[src/rtl/alu_issue_sequencer.sv]
// Operand-issue stage in front of the 32-bit ALU.
// Holds a 4 x 32-bit operand bank, accepts one command at a time, and drives
// A/B/FunSel/WF for CmdRep+1 iterations. On each repeat the ALU result is fed
// back as A, so single-bit shift ops become multi-bit shifts. The final ALU
// result is optionally written back to the bank and offered on Result.
//
// Handshakes: a transfer happens on a rising Clock edge where both valid and
// ready are high. CmdReady is high only in IDLE and does not depend on
// CmdValid. ResultValid is high only in DONE, and Result stays stable until
// the edge where ResultReady is seen high. No command is taken on that edge.
module alu_issue_sequencer #(
  parameter int REP_W = 4
) (
  input  logic             Clock,
  input  logic             Reset,
  input  logic             CmdValid,
  output logic             CmdReady,
  input  logic [4:0]       CmdFunSel,
  input  logic [1:0]       CmdSrcA,
  input  logic [1:0]       CmdSrcB,
  input  logic [1:0]       CmdDst,
  input  logic             CmdWrite,
  input  logic             CmdSetFlags,
  input  logic [REP_W-1:0] CmdRep,
  input  logic             LoadEn,
  input  logic [1:0]       LoadAddr,
  input  logic [31:0]      LoadData,
  output logic [31:0]      A,
  output logic [31:0]      B,
  output logic [4:0]       FunSel,
  output logic             WF,
  input  logic [31:0]      ALUOut,
  output logic [31:0]      Result,
  output logic             ResultValid,
  input  logic             ResultReady,
  output logic             Busy,
  output logic [1:0]       DebugState
);

  typedef enum logic [1:0] {
    IDLE  = 2'd0,
    ISSUE = 2'd1,
    DONE  = 2'd2
  } state_t;

  state_t           state;
  logic [31:0]      bank [4];
  logic [REP_W-1:0] count;
  logic [1:0]       dst;
  logic             write_en;
  logic [31:0]      src_a;
  logic [31:0]      src_b;
  logic             last_issue;
  logic             final_wb;

  // A direct load landing on a source index in the acceptance cycle is seen
  // by the operand, so the command never reads a stale register.
  assign src_a = (LoadEn && (LoadAddr == CmdSrcA)) ? LoadData : bank[CmdSrcA];
  assign src_b = (LoadEn && (LoadAddr == CmdSrcB)) ? LoadData : bank[CmdSrcB];

  assign last_issue = (state == ISSUE) && (count == '0);
  assign final_wb   = last_issue && write_en;

  assign CmdReady   = (state == IDLE);
  assign Busy       = ~CmdReady;
  assign DebugState = state;

  // Operand bank: direct loads in any state; the final writeback is ordered
  // after the load so it wins when both target the same index.
  always_ff @(posedge Clock or negedge Reset) begin
    if (!Reset) begin
      bank[0] <= '0;
      bank[1] <= '0;
      bank[2] <= '0;
      bank[3] <= '0;
    end else begin
      if (LoadEn) begin
        bank[LoadAddr] <= LoadData;
      end
      if (final_wb) begin
        bank[dst] <= ALUOut;
      end
    end
  end

  // Command FSM with registered ALU-side outputs; A/B/FunSel/WF are zero
  // everywhere except ISSUE so the ALU never sees a spurious flag write.
  always_ff @(posedge Clock or negedge Reset) begin
    if (!Reset) begin
      state       <= IDLE;
      A           <= '0;
      B           <= '0;
      FunSel      <= '0;
      WF          <= 1'b0;
      count       <= '0;
      dst         <= '0;
      write_en    <= 1'b0;
      Result      <= '0;
      ResultValid <= 1'b0;
    end else begin
      case (state)
        IDLE: begin
          if (CmdValid) begin
            state    <= ISSUE;
            A        <= src_a;
            B        <= src_b;
            FunSel   <= CmdFunSel;
            WF       <= CmdSetFlags;
            count    <= CmdRep;
            dst      <= CmdDst;
            write_en <= CmdWrite;
          end
        end
        ISSUE: begin
          if (last_issue) begin
            state       <= DONE;
            Result      <= ALUOut;
            ResultValid <= 1'b1;
            A           <= '0;
            B           <= '0;
            FunSel      <= '0;
            WF          <= 1'b0;
          end else begin
            A     <= ALUOut;
            count <= count - REP_W'(1);
          end
        end
        DONE: begin
          if (ResultReady) begin
            state       <= IDLE;
            ResultValid <= 1'b0;
          end
        end
        default: begin
          state <= IDLE;
        end
      endcase
    end
  end

endmodule

[config.mk]
export PLATFORM = sky130hd
export DESIGN_NAME = alu_issue_sequencer
export DESIGN_NICKNAME = d
export VERILOG_FILES = /design/src/rtl/alu_issue_sequencer.sv
export SDC_FILE = /design/constraint.sdc
export NUM_CORES = 1
export LEC_CHECK = 0
export ABC_AREA = 1
export CAP_MARGIN = 15
export CORE_MARGIN = 4
export CORE_UTILIZATION = 45
export CTS_CLUSTER_DIAMETER = 50
export CTS_CLUSTER_SIZE = 12
export DETAILED_ROUTE_END_ITERATION = 7
export PLACE_DENSITY = 0.68
export SYNTH_ARGS = -nofsm -noshare
export SYNTH_HDL_FRONTEND = slang
export SYNTH_SLANG_ARGS = --single-unit
export TNS_END_PERCENT = 100
[constraint.sdc]
create_clock -name Clock -period 2.4 [get_ports Clock]
set_input_delay 0.36 -clock Clock [delete_from_list [all_inputs] [get_ports Clock]]
set_output_delay 0.36 -clock Clock [all_outputs]
set_load 0.03 [all_outputs]
==> impl_metrics.tcl <==
set metrics [dict create \
    start_kind "flop" \
    fin_nets 2230 \
    async_flop_share_pct 100 \
    pre_cts_ws_ns 0.295 \
    core_area_sq_mm 0.0307 \
    layout_setup_ws_ns 0.182 \
    period_share_pct 92.4 \
    maxSlewViolCount 0 \
    hpwl_um 28600 \
    met3_length_um 3810 \
    post-cts-setup-buffers 0 \
    final_cell_mix "nand2_1 (691), o21ai_0 (267), dfrtp_1 (240), inv_1 (235), clkdlybuf4s50_1 (189)" \
    combinationalPowerShare_pct 43.5 \
    cts_tree "built" \
    crit_type "flop to output port" \
    syn_to_final_growth_pct 23.7 \
    p_int_mw 11.8 \
    routedWlPerCell_um 17.6 \
    wl_met1_um 19200 \
    grt_overflow 0 \
    synth_seq_area_share_pct 42.8 \
    synth-main-ff-cell "dfrtp_1" \
    final_common_cell "nand2_1" \
    layout-drive-gt1-share_pct 7.72 \
    grt_usage_pct 26.1 \
    start_util_pct 45.7 \
    grt_pass1_wl_um 71800 \
    clockPowerShare_pct 23.9 \
    ir_drop_v 0.000946 \
    h-tree-depth 1 \
    r2r-start "DebugState[0]" \
    fin_util_pct 56.6 \
    grt_max_degree 73 \
    vias 13856 \
    power_frac_seq_pct 32.7 \
    dieHeight_um 185 \
    boundaryPins 195 \
    rsz0062_at_grt "no" \
    holdBufCountCts 1 \
    cts_buffer_depth 3 \
    dieArea_sq_mm 0.0341 \
    synth_top_area_cell "dfrtp_1" \
    clkLatencyLatePin_ns 0.56 \
    core.rowCount 64 \
    worstMarginPinSlew_ns 0.663 \
    top_layer "met4" \
    leakagePower_nw 8.76 \
    ys_warn_count 0 \
    p_sw_share_pct 41.3 \
    total_power_mw 20.1 \
    drtPass1Iterations 6 \
    post-synth-top-area-fraction_pct 42.8 \
    critPathArrivalTime_ns 1.86 \
    routed_wl_um 45000 \
    synth_fp_nets 2087 \
    finalHoldViolCount 0 \
    avgSynthCellArea_sq_um 7.02 \
    grt_pass1_vias 13421 \
    setup_tns_ns 0 \
    clk_pin_slew_worst_paths_ns 0.06 \
    max_slew_margin_pct 55.8 \
    pwr_density_cell_mw_per_mm2 1160 \
    dr_wl_met2_um 20700 \
    r2r_cells 8 \
    cts.sinks 240 \
    cts_buffers 31 \
    yosys-top-cells-area "dfrtp_1 (43%), nand2_1 (19%), o21ai_0 (9.5%)" \
    root_buffer "clkbuf_16" \
    cp-startpoint "DebugState[0]" \
    status "finished, final reports clean" \
    fin_crit_ns 2.22 \
    postRouteAntennaNets 0 \
    antenna_found_initial 0 \
    switchingPower_mw 8.31 \
    synth_enable_flop_cells 0 \
    cts_resized 0 \
    reg2reg_to "bank[99]" \
    cp.required_ns 2.04 \
    hold_slack_ns 0.307 \
    maxCapViolCount 0 \
    io_buffers 194 \
    skew_ns 0.0164 \
    antenna_cells 0 \
    setup_viol 0 \
    critPathCaptureType "output port" \
    cp-endpoint "CmdReady" \
    syn_inst 1997 \
    fmax_mhz 451 \
    synth_seq_cells 240 \
    critPathMaxFanout 5 \
    vias_per_cell 5.41 \
    initialDrtViolationCount 1396 \
    chipWidth_um 185 \
    reg2reg_slack_ns 0.56 \
    place_congestion 0.865 \
    synth_area_sq_mm 0.0140 \
    nFillCells 2921 \
    ys_types 31 \
    worstHoldPathType "input port to asynchronous set/reset pin" \
    drc 0 \
]
worst min path at each step:
stage / cells after the start / to / slack (ns) / start
floorplan: 0 / A[0] / 0.06 / Reset
global placement: 1 / FunSel[4] / 0.30 / Reset
global route: 2 / write_en / 0.33 / Reset
finish: 2 / write_en / 0.31 / Reset
CTS: 2 / write_en / 0.30 / Reset
detailed placement: 1 / count[1] / 0.30 / Reset
layer usage:
metal  GRT usage (%)  vias up
met3            4.18      106
li1                -     6712
met2            43.1      611
met4            8.19        0
met1            35.4     6427
met5               0        -
worst max-delay path: stages, from the launching register on:
cell,delay (ns)
dfrtp_1,0.45
nor2_1,0.17
clkdlybuf4s50_1,0.69
sequential cells by signal, summed over array words and instances (netlist names):
signal       flops
count            4
bank           128
FunSel           5
WF               1
DebugState       2
ResultValid      1
A               32
write_en         1
dst              2
Result          32
B               32
kinds of logic (layout without fill, tap and decap cells):
| group | Yosys count | count (layout) | synth area share (%) |
|---|---|---|---|
| AOI/OAI and AO/OA | 534 | 534 | 20.9 |
| and+or+nand+nor | 842 | 842 | 24.5 |
| buffers and inverters | 378 | 544 | 11.6 |
| xor gates and xnor gates | 1 | 1 | 0.0624 |
| adders and majority gates | 2 | 2 | 0.178 |
| DFF | 240 | 240 | 42.8 |
cell type report:
type                            count  area (sq um)  share of cell area, %
Timing Repair Buffer              246          2460                   14.2
Sequential cell                   240          6010                   34.6
Clock buffer                       38           832                   4.80
Inverter                          242           908                   5.24
Clock inverter                     18           220                   1.27
Tap cell                          396           495                   2.86
Multi-Input combinational cell   1379          6430                   37.0
through the flow:
step	cells	area [sq um]
2_1_floorplan	1997	14000
3_3_place_gp	2502	16300
3_5_place_dp	2502	16300
4_1_cts	2559	17300
5_1_grt	2559	17300
6_report	2559	17300
cell usage after synthesis, types with 2 or more instances:
library cell and n:
a21oi_1 97, a22o_1 6, buf_1 18, buf_2 24
buf_6 23, clkbuf_1 69, dfrtp_1 240, ha_1 2
inv_1 238, inv_2 3, nand2_1 695, nand3_1 71
nand3_4 5, nand4_1 32, nor2_1 34, o211ai_1 33
o21ai_0 267, o21ai_1 90, o21ai_2 38
power groups by stage:
stage | sequential, mW | clock [mW] | combinational (mW)
final | 6.58 | 4.81 | 8.75
after global routing | 6.76 | 5.07 | 9.65
after CTS | 6.58 | 4.86 | 8.79
after detailed placement | 6.61 | 0 | 8.75
after global placement | 6.60 | 0 | 8.57
after floorplan | 8.10 | 0 | 3.86
No activity file was read; power rests on OpenSTA's default activity.
